===== config.mk =====
export PLATFORM = sky130hd
export DESIGN_NAME = tmds_decoder_dvi
export DESIGN_NICKNAME = d
export VERILOG_FILES = /design/src/rtl/tmds_decoder_dvi.sv
export SDC_FILE = /design/constraint.sdc
export NUM_CORES = 1
export LEC_CHECK = 0
export BUFFER_PORTS_ARGS = -buffer_cell sky130_fd_sc_hd__buf_2
export CAP_MARGIN = 20
export CORE_ASPECT_RATIO = 2
export CORE_MARGIN = 1
export CORE_UTILIZATION = 25
export DETAILED_ROUTE_END_ITERATION = 7
export GPL_TIMING_DRIVEN = 0
export PLACE_DENSITY = 0.43
export SLEW_MARGIN = 40
export SYNTH_ARGS = -nofsm -noshare
export SYNTH_HDL_FRONTEND = slang
export SYNTH_SLANG_ARGS = --single-unit
export TNS_END_PERCENT = 10

===== constraint.sdc =====
create_clock -name i_clk -period 2.9 [get_ports i_clk]
set_input_delay 0.435 -clock i_clk [delete_from_list [all_inputs] [get_ports i_clk]]
set_output_delay 0.435 -clock i_clk [all_outputs]
set_load 0.1 [all_outputs]

===== src/rtl/tmds_decoder_dvi.sv =====
// Receive-side DVI TMDS channel decoder: hunts for word alignment with bitslip pulses
// until a run of control tokens is seen, then decodes words to data/ctrl/de.
module tmds_decoder_dvi #(
  parameter int LOCK_TOKENS   = 8,
  parameter int SEARCH_CYCLES = 2048,
  parameter int SLIP_WAIT     = 4,
  parameter int LOST_CYCLES   = 4096
) (
  input  logic       i_clk,
  input  logic       i_rst,
  input  logic [9:0] i_tmds,
  output logic       o_bitslip,
  output logic       o_locked,
  output logic [7:0] o_data,
  output logic [1:0] o_ctrl,
  output logic       o_de
);

  localparam int RUN_W  = $clog2(LOCK_TOKENS + 1);
  localparam int WIN_W  = $clog2(SEARCH_CYCLES + 1);
  localparam int WAIT_W = $clog2(SLIP_WAIT + 1);
  localparam int SIL_W  = $clog2(LOST_CYCLES + 1);

  localparam logic [RUN_W-1:0]  RUN_LAST  = RUN_W'(LOCK_TOKENS);
  localparam logic [WIN_W-1:0]  WIN_LAST  = WIN_W'(SEARCH_CYCLES - 1);
  localparam logic [WAIT_W-1:0] WAIT_LAST = WAIT_W'(SLIP_WAIT - 1);
  localparam logic [SIL_W-1:0]  SIL_LAST  = SIL_W'(LOST_CYCLES);

  typedef enum logic [1:0] {
    ST_SEARCH = 2'd0,
    ST_SLIP   = 2'd1,
    ST_WAIT   = 2'd2,
    ST_LOCKED = 2'd3
  } state_t;

  state_t             state_r;
  logic [RUN_W-1:0]   run_r;
  logic [WIN_W-1:0]   win_r;
  logic [WAIT_W-1:0]  wait_r;
  logic [SIL_W-1:0]   sil_r;

  logic               token_s;
  logic [1:0]         token_val_s;
  logic [7:0]         data_dec_s;
  logic [RUN_W-1:0]   run_inc_s;
  logic [WIN_W-1:0]   win_inc_s;
  logic [WAIT_W-1:0]  wait_inc_s;
  logic [SIL_W-1:0]   sil_inc_s;

  // Returns {is_token, ctrl_value} for the four DVI control tokens.
  function automatic logic [2:0] token_lookup(input logic [9:0] w);
    case (w)
      10'b1101010100: token_lookup = 3'b100;
      10'b0010101011: token_lookup = 3'b101;
      10'b0101010100: token_lookup = 3'b110;
      10'b1010101011: token_lookup = 3'b111;
      default:        token_lookup = 3'b000;
    endcase
  endfunction

  // Undo the transition-minimising stage: bit 9 inverts, bit 8 selects XOR vs XNOR chain.
  function automatic logic [7:0] decode_data(input logic [9:0] w);
    logic [7:0] q;
    logic [7:0] d;
    q    = w[9] ? ~w[7:0] : w[7:0];
    d[0] = q[0];
    for (int i = 1; i < 8; i++) begin
      d[i] = w[8] ? (q[i] ^ q[i-1]) : ~(q[i] ^ q[i-1]);
    end
    return d;
  endfunction

  // Word classification and counter increments.
  always_comb begin
    {token_s, token_val_s} = token_lookup(i_tmds);
    data_dec_s             = decode_data(i_tmds);
    run_inc_s              = run_r + RUN_W'(1);
    win_inc_s              = win_r + WIN_W'(1);
    wait_inc_s             = wait_r + WAIT_W'(1);
    sil_inc_s              = sil_r + SIL_W'(1);
  end

  // Alignment FSM with registered decoded outputs.
  always_ff @(posedge i_clk or posedge i_rst) begin
    if (i_rst) begin
      state_r   <= ST_SEARCH;
      run_r     <= '0;
      win_r     <= '0;
      wait_r    <= '0;
      sil_r     <= '0;
      o_bitslip <= 1'b0;
      o_locked  <= 1'b0;
      o_data    <= 8'h00;
      o_ctrl    <= 2'b00;
      o_de      <= 1'b0;
    end else begin
      o_bitslip <= 1'b0;
      o_locked  <= 1'b0;
      o_data    <= 8'h00;
      o_ctrl    <= 2'b00;
      o_de      <= 1'b0;
      case (state_r)
        ST_SEARCH: begin
          if (token_s && (run_inc_s == RUN_LAST)) begin
            // Lock wins over window expiry on the same word.
            state_r <= ST_LOCKED;
            run_r   <= '0;
            win_r   <= '0;
            sil_r   <= '0;
          end else if (win_r == WIN_LAST) begin
            state_r   <= ST_SLIP;
            o_bitslip <= 1'b1;
            run_r     <= '0;
            win_r     <= '0;
          end else begin
            run_r <= token_s ? run_inc_s : '0;
            win_r <= win_inc_s;
          end
        end
        ST_SLIP: begin
          state_r <= ST_WAIT;
          wait_r  <= '0;
        end
        ST_WAIT: begin
          if (wait_r == WAIT_LAST) begin
            state_r <= ST_SEARCH;
            wait_r  <= '0;
            run_r   <= '0;
            win_r   <= '0;
          end else begin
            wait_r <= wait_inc_s;
          end
        end
        ST_LOCKED: begin
          o_locked <= 1'b1;
          if (token_s) begin
            o_ctrl <= token_val_s;
            sil_r  <= '0;
          end else begin
            o_de   <= 1'b1;
            o_data <= data_dec_s;
            o_ctrl <= o_ctrl;
            if (sil_inc_s == SIL_LAST) begin
              state_r <= ST_SEARCH;
              sil_r   <= '0;
              run_r   <= '0;
              win_r   <= '0;
            end else begin
              sil_r <= sil_inc_s;
            end
          end
        end
        default: begin
          state_r <= ST_SEARCH;
          run_r   <= '0;
          win_r   <= '0;
          wait_r  <= '0;
          sil_r   <= '0;
        end
      endcase
    end
  end

endmodule


# After elaboration in Yosys (flattened, before gate mapping)
# Cells that the tools add are included.
classes:
  addsub: 4
  bitwise: 15
  n_eq_ne: 17
  mux: 44
  reduce_logical: 8
ops:
  columns: ["operator", "count"]
  rows:
  - ["2-to-1 mux 12 bit", 5]
  - ["2-to-1 mux 13 bit", 3]
  - ["one-hot mux 12 bit (3 select lines)", 1]
  - ["one-hot mux 13 bit (2 select lines)", 1]
  - ["2-to-1 mux 4 bit", 6]
  - ["2-to-1 mux 8 bit", 3]
  - ["equality test 10 bit (second input constant)", 2]
  - ["2-to-1 mux 2 bit", 7]
  - ["adder 13 x 1 -> 13 bit (second input constant)", 1]
  - ["equality test 13 bit (second input constant)", 1]
  - ["2-to-1 mux 1 bit", 13]
  - ["adder 12 x 1 -> 12 bit (second input constant)", 1]
  - ["equality test 12 x 11 -> 1 bit (second input constant)", 1]
  - ["one-hot mux 3 bit (4 select lines)", 1]
  - ["one-hot mux 4 bit (3 select lines)", 1]
  - ["equality test 10 x 8 -> 1 bit (second input constant)", 1]
  - ["equality test 10 x 9 -> 1 bit (second input constant)", 1]
  - ["inequality test 2 bit (second input constant)", 5]
  - ["NOT 8 bit", 1]
  - ["one-hot mux 2 bit (4 select lines)", 1]
  - ["AND reduction 4 bit", 2]
  - ["NOT 1 bit", 7]
  - ["bitwise XOR 1 bit", 7]
  - ["one-hot mux 3 bit (2 select lines)", 1]
  - ["other kinds (13)", 15]
totals:
  out_inout_bits: 13
  in_bits: 12
  elab_cells: 98
  reg_bits: 47

# Depth between registers and ports, before layout
# Gate-level depths: netlist (run 1).
logic_depth:
  word_depth: 7
  mapped_depth: 10
  mapped_depth_nobuf: 9

# Worst setup path before layout (run 1)
# Ideal clock, no wire load.
synth_timing:
  kind: "register to register"
  start: "register sil_r[0]"
  end: "register win_r[4]"
  setup_ns: 0.122
  path_stages_with_launch: 11
  arrival_ns: 2.040
  slack_ns: 0.737
  period_less_slack_ns: 2.163
  n_path_buf: 2
  t_required_ns: 2.778
  path_cell_list: "dfrtp_1 -> ha_1 -> and4_1 -> xnor2_1 -> nand3_1 -> a211oi_2 -> a21boi_1 -> or2_1 -> buf_6 -> buf_8 -> o2bb2ai_1"
synth_via:
  elab_chain_cells: 4
synth_rtl:
  columns: ["element", "line", "rtl"]
  rows:
  - ["start, declared", "40", "logic [SIL_W-1:0] sil_r;"]
  - ["start signal, assigned", "149", "sil_r <= sil_inc_s;"]
  - ["adder 13 x 1 -> 13 bit", "80", "sil_inc_s = sil_r + SIL_W'(1);"]
  - ["equality test 13 bit", "143", "if (sil_inc_s == SIL_LAST) begin"]
  - ["inequality test 2 bit (no line)", null, null]
  - ["AND reduction 4 bit (no line)", null, null]
  - ["end signal, assigned", "117", "win_r <= win_inc_s;"]
  - ["end, declared", "38", "logic [WIN_W-1:0] win_r;"]
# No other way between the ends.
# A chain may end at the register's enable or synchronous reset.

# Final worst setup path (run 1)
layout_timing:
  start: "register sil_r[0]"
  end: "register win_r[8]"
# The elaborated chain is that of the path after synthesis.

==> results of run 1 <==
[cells in the final DEF (no fill, tap or decap), types with 4 or more instances in the layout]
master / instances
a21oi_1: 20
buf_2: 25
o21ai_0: 12
xnor2_1: 11
a31oi_1: 5
nand2_1: 23
nor2_1: 19
ha_1: 15
clkbuf_16: 5
nand4_1: 5
o21ai_1: 4
dfrtp_1: 47
inv_1: 22
and3_1: 4
a21o_1: 4
o2bb2ai_1: 11
nand3_1: 17
or3_1: 7
nor3_1: 17
[flip-flops by register name, summed over array words and instances, names as in the netlist]
signal	flops
o_bitslip	1
o_de	1
o_locked	1
state_r	2
win_r	12
o_ctrl	2
sil_r	13
wait_r	3
o_data	8
run_r	4
[worst reg2reg max path, cell delays in order (launching register included)]
cell       delay (ns)
dfrtp_1          0.44
ha_1             0.29
and4_1           0.26
xnor2_1          0.14
nand3_1          0.10
a211oi_2         0.33
a21boi_1         0.14
or2_1            0.25
buf_6            0.14
buf_8            0.14
o2bb2ai_1        0.12
[worst max-delay path by stage]
stage / startpoint / endpoint / slack [ns]
floorplan: sil_r[0] / win_r[4] / 0.74
global placement: i_tmds[3] / sil_r[0] / 0.33
detailed placement: i_tmds[0] / run_r[0] / 0.34
CTS: state_r[0] / win_r[10] / 0.42
global route: sil_r[0] / win_r[2] / 0.25
finish: sil_r[0] / win_r[8] / 0.46
[routing by layer]
metal / wire (um) / GRT usage (%) / vias to the layer above
met5: 0 / 0 / -
met4: 131 / 5.031 / 0
met3: 97 / 2.102 / 7
met2: 4051 / 25.85 / 19
met1: 2626 / 11.92 / 1098
li1: - / - / 1137
[logic make-up (layout without fill, tap and decap cells)]
| group | after synthesis | in the layout | share of synthesized area, % |
|---|---|---|---|
| muxes | 3 | 3 | 1.112 |
| DFF | 47 | 47 | 41.80 |
| AOI/OAI and AO/OA | 74 | 74 | 17.65 |
| xor gates and xnor gates | 14 | 14 | 4.358 |
| buffers and inverters | 32 | 64 | 5.691 |
| and+or+nand+nor | 115 | 115 | 22.72 |
| adders and majority gates | 15 | 15 | 6.670 |
[power breakdown]
group | internal (mW) | total, mW | leakage, nW | switching (mW)
Clock | 0.494 | 0.766 | 0.0900 | 0.271
Sequential | 0.655 | 0.655 | 0.626 | 0.0000823
Combinational | 0.0277 | 0.0642 | 0.801 | 0.0365
Total | 1.18 | 1.49 | 1.52 | 0.308
[through the flow]
stage,power (mW),hold slack (ns)
after global routing,1.533,0.09251
after floorplan,0.7094,0.4569
after detailed placement,0.7348,0.3905
after CTS,1.508,0.07290
final,1.485,0.07041
after global placement,0.7303,0.4705
[final cells by class]
class / count / area, sq um / area share (%)
Timing Repair Buffer: 24 / 135.1 / 4.071
Sequential cell: 47 / 1176 / 35.43
Buffer: 9 / 73.82 / 2.224
Tap cell: 140 / 175.2 / 5.277
Clock buffer: 5 / 125.1 / 3.769
Inverter: 23 / 88.84 / 2.676
Clock inverter: 3 / 67.56 / 2.035
Multi-Input combinational cell: 221 / 1478 / 44.52
==> flow_summary.json, run 1 <==
{
  "status": "completed",
  "cp-start-kind": "flip-flop",
  "synth_top_area_cell": "dfrtp_1",
  "dp_hpwl_um": 5273,
  "dp_cells": 464,
  "grt_max_degree": 32,
  "grt_pass1_vias": 2358,
  "timing.rr.end": "win_r[8]",
  "hold_class": "in -> async",
  "worstMarginPinSlew_ns": 0.6195,
  "synthTopCellsByCount": "dfrtp_1 (47), inv_1 (23), nand2_1 (23), a21oi_1 (20), nor2_1 (19)",
  "fmax_mhz": 409.8,
  "clk_path_buf_depth": 2,
  "syn_inst": 300,
  "grt_pass1_wl_um": 11560,
  "synth_top_area_share_pct": 41.80,
  "yosysMostFrequentCell": "dfrtp_1",
  "endpoint_kind": "flip-flop",
  "p_leak_nw": 1.518,
  "remaining_drc_errors": 0,
  "nets": 358,
  "synth_ff_type": "dfrtp_1",
  "wire_per_inst_um": 14.63,
  "yosys_warnings": 0,
  "fin_setup_tns_ns": 0,
  "place_congestion": 0.8351,
  "detail_route.vias_per_cell": 4.790,
  "timing.final.crit_share_pct": 84.15,
  "setup_viol": 0,
  "cts_sinks": 47,
  "final_area_sq_mm": 0.003319,
  "synth_nets": 327,
  "port_buffers": 23,
  "crit_path_top_delay_cell": "dfrtp_1",
  "ys_ff_latch": 47,
  "slowest_delay_ns": 0.44,
  "syn_to_final_growth_pct": 17.96,
  "die_height_um": 152.0,
  "period_minus_slack_ns": 2.440,
  "detail-route-antenna-nets": 0,
  "p_per_area_mw_per_mm2": 447.4,
  "cts_tree": "yes",
  "clk_pin_slew_ns": 0.07,
  "cap_violations": 0,
  "netlist_area_sq_mm": 0.002814,
  "r2r_slack_ns": 0.46,
  "gr-total-overflow": 0,
  "antenna_found_initial": 0,
  "vias": 2261,
  "crit_path_max_fanout": 10,
  "synth_area_leaders": "dfrtp_1 (42%), ha_1 (6.7%), a21oi_1 (3.6%)",
  "cp_top_family": "simple AND/OR/NAND/NOR gates",
  "r2r_cells": 10,
  "crit_arrival_ns": 2.62,
  "htreeDepth": 2,
  "root_buffer": "clkbuf_16",
  "detail_route.first_pass.iterations": 4,
  "insertion_delay_ns": 0.29,
  "rsz0062_at_grt": "false",
  "final_cells": 472,
  "track_usage_pct": 12.67,
  "fill_cells": 1159,
  "drt_wl_total_um": 6906,
  "slew_violations": 0,
  "synth.distinct_cells": 57,
  "coreArea_sq_mm": 0.01095,
  "worstPathRequired_ns": 3.08,
  "cts_resized": 0,
  "antennaDiodeCount": 0,
  "cts_buffers": 5,
  "initial_core_util_pct": 25.71,
  "finalWorstSetupSlack_ns": 0.4596,
  "finClkSkew_ns": 0.004027,
  "syn_avg_cell_area_sq_um": 9.380,
  "dpl_cell_area_sq_mm": 0.003127,
  "ys_seq_area_share_pct": 41.80,
  "crit_chain": "ha_1 > and4_1 > xnor2_1 > nand3_1 > a211oi_2 > a21boi_1 > or2_1 > buf_6 > buf_8 > o2bb2ai_1",
  "drtIter0Drc": 74,
  "drive_above_1_share_pct": 16.57,
  "final_util_pct": 30.33,
  "worst-path-buf-inv": 2,
  "crit_cells": 10,
  "pin_count": 25,
  "rows": 54,
  "synth-edff-count": 0,
  "postCtsHoldBufs": 0,
  "post_cts_buffers": 0,
  "place_ws_ns": 0.3370,
  "die_area_sq_mm": 0.01171,
  "hold_viol": 0,
  "timing.slew.headroom_pct": 58.33,
  "timing.rr.start": "sil_r[0]",
  "ir_drop_v": 0.0002401,
  "synthArstFlopShare_pct": 100.0,
  "die_x_um": 77.02,
  "path_class": "reg -> reg"
}
(Power assumes the default switching activity.)
==> run 2, diff against run 1 <==
--- a/config.mk
+++ b/config.mk
@@ -12,7 +12,7 @@
 export CORE_UTILIZATION = 25
 export DETAILED_ROUTE_END_ITERATION = 7
 export GPL_TIMING_DRIVEN = 0
-export PLACE_DENSITY = 0.43
+export PLACE_DENSITY = 0.44
 export SLEW_MARGIN = 40
 export SYNTH_ARGS = -nofsm -noshare
 export SYNTH_HDL_FRONTEND = slang
==> constraint.sdc (replaced) <==
create_clock -name i_clk -period 2.1 [get_ports i_clk]
set_input_delay 0.315 -clock i_clk [delete_from_list [all_inputs] [get_ports i_clk]]
set_output_delay 0.315 -clock i_clk [all_outputs]
set_load 0.1 [all_outputs]
==> run 2 against run 1 <==
Compared with the run above:
- the run now ends with negative setup slack left
- design area grew 8.0%
- clock power grew 14%
- final cell count grew 3.6%
- clock-buffer cell count grew 2
- setup slack lost 0.58 ns
- routed wire length grew 3.7%
- flip-flop and latch count is the same
- clock skew grew 0.0053 ns
- power grew 26%
- non-clock buffer count grew 17
- sequential share of layout area shrank 2.5 points
==> flow_summary.json, run 2 (synthesis results as in run 1) <==
{
  "vias": 2384,
  "dp_hpwl_um": 5250,
  "cap_violations": 0,
  "grtUsageMet1_pct": 13.10,
  "slew_violations": 0,
  "timing.final.crit_share_pct": 105.9,
  "reg.largest.list": "sil_r: 13 flops, win_r: 12 flops, o_data: 8 flops",
  "grt_busiest_layer": "met2",
  "clk_path_buf_depth": 2,
  "largest_register_ff_count": 13,
  "crit_arrival_ns": 2.40,
  "mostFrequentLayoutCell": "dfrtp_1",
  "fill_cells": 1178,
  "regMostFlops": "sil_r",
  "detail_route.first_pass.iterations": 4,
  "power_frac_clock_pct": 46.7,
  "die_height_um": 152.0,
  "drt_wl_total_um": 7161,
  "setup_viol": 19,
  "root_buffer": "clkbuf_16",
  "antennaDiodeCount": 0,
  "grt_pass1_wl_um": 11990,
  "rsz0062_at_grt": "true",
  "gr-usage-met2_pct": 25.04,
  "fin_setup_tns_ns": -1.489,
  "htreeDepth": 2,
  "power.internal_mw": 1.452,
  "fmax_mhz": 449.5,
  "detail_route.vias_per_cell": 4.875,
  "period_minus_slack_ns": 2.225,
  "antenna_found_initial": 0,
  "p_leak_nw": 1.628,
  "place_congestion": 0.7996,
  "nets": 375,
  "final_util_pct": 32.75,
  "port_buffers": 23,
  "dpl_cell_area_sq_mm": 0.003129,
  "remaining_drc_errors": 0,
  "grt_max_degree": 26,
  "combPwrFrac_pct": 4.8,
  "detail-route-antenna-nets": 0,
  "status": "finished with violations",
  "final_area_sq_mm": 0.003585,
  "place_ws_ns": -0.3566,
  "track_usage_pct": 12.96,
  "timing.slew.headroom_pct": 63.47,
  "grt_pass1_vias": 2381,
  "pwr-share-seq_pct": 48.5,
  "clk_pin_slew_ns": 0.07,
  "gr-total-overflow": 0,
  "wire_per_inst_um": 14.64,
  "crit_path_max_fanout": 8,
  "coreArea_sq_mm": 0.01095,
  "violations": "negative setup slack",
  "rows": 54,
  "drtIter0Drc": 99,
  "finClkSkew_ns": 0.009294,
  "pin_count": 25,
  "cts_buffers": 5,
  "swShare_pct": 22.21,
  "cts_tree": "yes",
  "die_x_um": 77.02,
  "endpoint_kind": "flip-flop",
  "die_area_sq_mm": 0.01171,
  "worstMarginPinSlew_ns": 0.5437,
  "cts_sinks": 47,
  "finalWorstSetupSlack_ns": -0.1246,
  "initial_core_util_pct": 25.71,
  "syn_to_final_growth_pct": 27.39,
  "cp-start-kind": "flip-flop",
  "final_cell_mix": "dfrtp_1 (43), buf_2 (24), nand2_1 (23), inv_1 (22), nor2_1 (19)",
  "report.power.total_mw": 1.866,
  "drive_above_1_share_pct": 27.22,
  "use_met3_pct": 2.042,
  "path_class": "reg -> reg",
  "worstPathRequired_ns": 2.28,
  "hold_class": "in -> reg",
  "hold_viol": 0,
  "insertion_delay_ns": 0.30,
  "p_switching_mw": 0.4145,
  "p_per_area_mw_per_mm2": 520.6,
  "ir_drop_v": 0.0002695
}
## run 2: power groups by stage
| stage | clock [mW] | sequential [mW] | combinational (mW) |
|---|---|---|---|
| floorplan | 0 | 0.922 | 0.0573 |
| global placement | 0 | 0.922 | 0.0860 |
| detailed placement | 0 | 0.922 | 0.0922 |
| CTS | 0.910 | 0.904 | 0.0940 |
| global route | 0.947 | 0.904 | 0.102 |
| finish | 0.871 | 0.905 | 0.0900 |
## run 2: cell type report
| type | count | area [sq um] | area share [%] |
|---|---|---|---|
| buffer | 9 | 81.33 | 2.269 |
| clock buffer | 7 | 152.6 | 4.258 |
| clock inverter | 1 | 7.507 | 0.2094 |
| inverter | 23 | 88.84 | 2.478 |
| multi-input combinational | 221 | 1615 | 45.06 |
| sequential | 47 | 1181 | 32.95 |
| tap | 140 | 175.2 | 4.887 |
| timing repair buffer | 41 | 282.8 | 7.888 |
## run 2: final timing paths
kind                       startpoint         to  slack, ns  cells after the start
min in group asynchronous       i_rst   win_r[0]       0.53                      3
max in group asynchronous       i_rst   sil_r[4]       1.12                      4
max reg2reg                  sil_r[0]   win_r[5]      -0.12                     10
min                         i_tmds[9]  o_ctrl[1]       0.25                      2
min reg2reg                 wait_r[0]  wait_r[0]       0.49                      1
max                          sil_r[0]   win_r[5]      -0.12                     10
## run 2: repair_timing
item                                   4_1_cts  5_1_grt
hold buffers                                 1        0
pin swaps                                    6        9
gates cloned                                 0        1
endpoints found under the hold margin       22        0
resized for setup                           21       14
setup endpoints to repair                   28       31
buffers inserted                             8        7
## run 2: worst max-delay path: stages, from the launching register on
cell and delay, ns:
dfrtp_1 0.41, buf_4 0.16, buf_4 0.15, a2111oi_4 0.35, a21oi_2 0.06, a211oi_2 0.26, a21boi_2 0.10, or2_1 0.22
buf_6 0.15, clkbuf_16 0.15, o2bb2ai_1 0.11
## run 2: stage by stage
step                      std cells  hold slack, ns
after floorplan                 300          0.4108
after detailed placement        464          0.3094
after CTS                       481          0.2478
final                           489          0.2534
after global placement          463          0.4665
after global routing            489          0.2489
## run 2: metal layers
layer	up-vias	share of wire (%)	wire, um
li1	1168	-	-
met1	1167	38	2709
met2	39	57	4094
met3	10	2.2	160
met4	0	2.7	196
met5	-	0	0
==> run 3, diff against run 2 <==
--- a/config.mk
+++ b/config.mk
@@ -9,10 +9,12 @@
 export CAP_MARGIN = 20
 export CORE_ASPECT_RATIO = 2
 export CORE_MARGIN = 1
-export CORE_UTILIZATION = 25
+export CORE_UTILIZATION = 55
+export CTS_BUF_LIST = sky130_fd_sc_hd__clkbuf_8
 export DETAILED_ROUTE_END_ITERATION = 7
 export GPL_TIMING_DRIVEN = 0
-export PLACE_DENSITY = 0.44
+export PLACE_DENSITY = 0.8
+export RECOVER_POWER = 50
 export SLEW_MARGIN = 40
 export SYNTH_ARGS = -nofsm -noshare
 export SYNTH_HDL_FRONTEND = slang
==> run 3 against run 2 <==
Compared with the run above:
- the flow still finishes with violations (negative setup slack)
- via count is 0.46% higher
- die area is 54% lower
- largest cell class unchanged
- critical path depth is 1 higher
- critical endpoint is now win_r[7]
- routed wire length is 13% lower
- hold slack worse by 0.027 ns
- largest power group unchanged
- combinational power is 3.6% lower
- first-iteration DRC count is 58% lower
- setup slack worse by 0.061 ns
- design area is 7.9% lower
==> flow_summary.json, run 3 (synthesis results as in run 1) <==
{
  "fmax_mhz": 437.4,
  "port_buffers": 23,
  "worstPathRequired_ns": 2.30,
  "cts_sinks": 47,
  "timing.slew.headroom_pct": 27.61,
  "finalWorstSetupSlack_ns": -0.1860,
  "grt_max_degree": 44,
  "grt_pass1_wl_um": 9977,
  "cp_top_family": "simple AND/OR/NAND/NOR gates",
  "hold_viol": 0,
  "syn_to_final_growth_pct": 17.30,
  "vias": 2395,
  "top_layer": "met4",
  "die_height_um": 103.2,
  "crit_path_top_delay_cell": "dfrtp_1",
  "slowest_delay_ns": 0.42,
  "detail_route.first_pass.iterations": 4,
  "hold_class": "in -> reg",
  "cp_common_cell": "buf_6",
  "r2r_cells": 11,
  "period_minus_slack_ns": 2.286,
  "pin_count": 25,
  "setup_viol": 24,
  "wire_per_inst_um": 15.70,
  "mostFrequentLayoutCell": "dfrtp_1",
  "detail_route.vias_per_cell": 6.018,
  "fin_setup_tns_ns": -2.842,
  "endpoint_kind": "flip-flop",
  "fill_cells": 382,
  "regMostFlops": "sil_r",
  "route.met2.wl_um": 3551,
  "rsz0062_at_grt": "true",
  "worstHoldPathCells": 2,
  "clk_pin_slew_ns": 0.09,
  "drt_wl_total_um": 6250,
  "gr-total-overflow": 0,
  "path_class": "reg -> reg",
  "drtIter0Drc": 42,
  "die_x_um": 52.58,
  "rows": 36,
  "largest_register_ff_count": 13,
  "slew_violations": 0,
  "p_leak_nw": 1.542,
  "initial_core_util_pct": 57.31,
  "status": "finished with violations",
  "cap_violations": 0,
  "coreArea_sq_mm": 0.004910,
  "reg.largest.list": "sil_r: 13 flops, win_r: 12 flops, o_data: 8 flops",
  "track_usage_pct": 25.12,
  "holdWs_ns": 0.2268,
  "dp_hpwl_um": 4346,
  "crit_path_max_fanout": 10,
  "detail-route-antenna-nets": 0,
  "die_area_sq_mm": 0.005424,
  "final_cell_mix": "dfrtp_1 (41), nand2_1 (23), buf_2 (23), inv_1 (22), a21oi_1 (20)",
  "crit_chain": "buf_6 > ha_4 > and4_4 > xnor2_2 > nand3_1 > a211oi_2 > a21boi_1 > or2_1 > buf_6 > buf_8 > o2bb2ai_1",
  "insertion_delay_ns": 0.32,
  "htreeDepth": 2,
  "crit_arrival_ns": 2.49,
  "antennaDiodeCount": 0,
  "place_congestion": 0.8423,
  "worst-path-buf-inv": 3,
  "finClkSkew_ns": 0.01141,
  "p_per_area_mw_per_mm2": 544.1,
  "grt_pass1_vias": 2240,
  "root_buffer": "clkbuf_8",
  "antenna_found_initial": 0,
  "wl_met3_um": 213,
  "timing.final.crit_share_pct": 108.9,
  "r2r_slack_ns": -0.19,
  "crit_cells": 11,
  "nets": 367,
  "cp-start-kind": "flip-flop",
  "m1WireLength_um": 2296,
  "worstMarginPinSlew_ns": 1.086,
  "remaining_drc_errors": 0,
  "clk_path_buf_depth": 2,
  "ir_drop_v": 0.0006391,
  "violations": "negative setup slack",
  "cts_buffers": 5,
  "cts_tree": "yes",
  "drive_above_1_share_pct": 22.58
}
==> run 3: cell types whose count changed in the layout (fill, tap and decap cells not counted), sizes merged <==
cell | previous run | this run
buf | 46 | 37
bufinv | 0 | 2
clkbuf | 10 | 9
clkinvlp | 1 | 2
inv | 23 | 22
==> run 3: timing repair <==
item	in CTS	in global routing
endpoints found under the setup margin	22	30
resized for setup	8	17
pin swaps	5	9
buffers inserted	6	2
hold buffers	1	0
endpoints found under the hold margin	4	0
==> run 3: area by class of cell <==
type	instances	area, sq um	share of cell area [%]
buffer	9	77.57	2.350
clock buffer	5	68.82	2.085
clock inverter	3	67.56	2.047
inverter	23	87.58	2.654
multi-input combinational	221	1551	47.01
sequential	47	1184	35.86
tap	57	71.32	2.161
timing repair buffer	33	192.7	5.838
==> run 3: power breakdown <==
group	internal [mW]	switching (mW)	total, mW
sequential	0.904	0.000114	0.904
clock	0.475	0.330	0.805
combinational	0.0360	0.0508	0.0868
==> run 3: metal layers <==
layer,global-route usage [%],vias to the layer above
met1,24.60,1170
met3,5.015,16
met5,0,-
met4,12.96,0
li1,-,1150
met2,47.13,59
==> run 3: path summary, 6_finish.rpt <==
path	startpoint	to
setup / recovery	sil_r[0]	win_r[7]
hold / removal	i_tmds[9]	o_ctrl[1]
setup reg to reg	sil_r[0]	win_r[7]
hold reg to reg	wait_r[0]	wait_r[0]
max in group asynchronous	i_rst	run_r[0]
min in group asynchronous	i_rst	o_data[2]
==> run 3: through the flow <==
step	setup WS, ns	power (mW)	std cells	utilization, %	cell area, sq um
CTS	-0.1897	1.813	396	65.85	3233
floorplan	0.01366	0.9796	300	-	2816
finish	-0.1860	1.796	398	67.23	3301
global placement	-0.2428	1.004	380	61.16	3003
detailed placement	-0.2478	1.014	381	61.62	3025
global route	-0.2974	1.852	398	67.23	3301
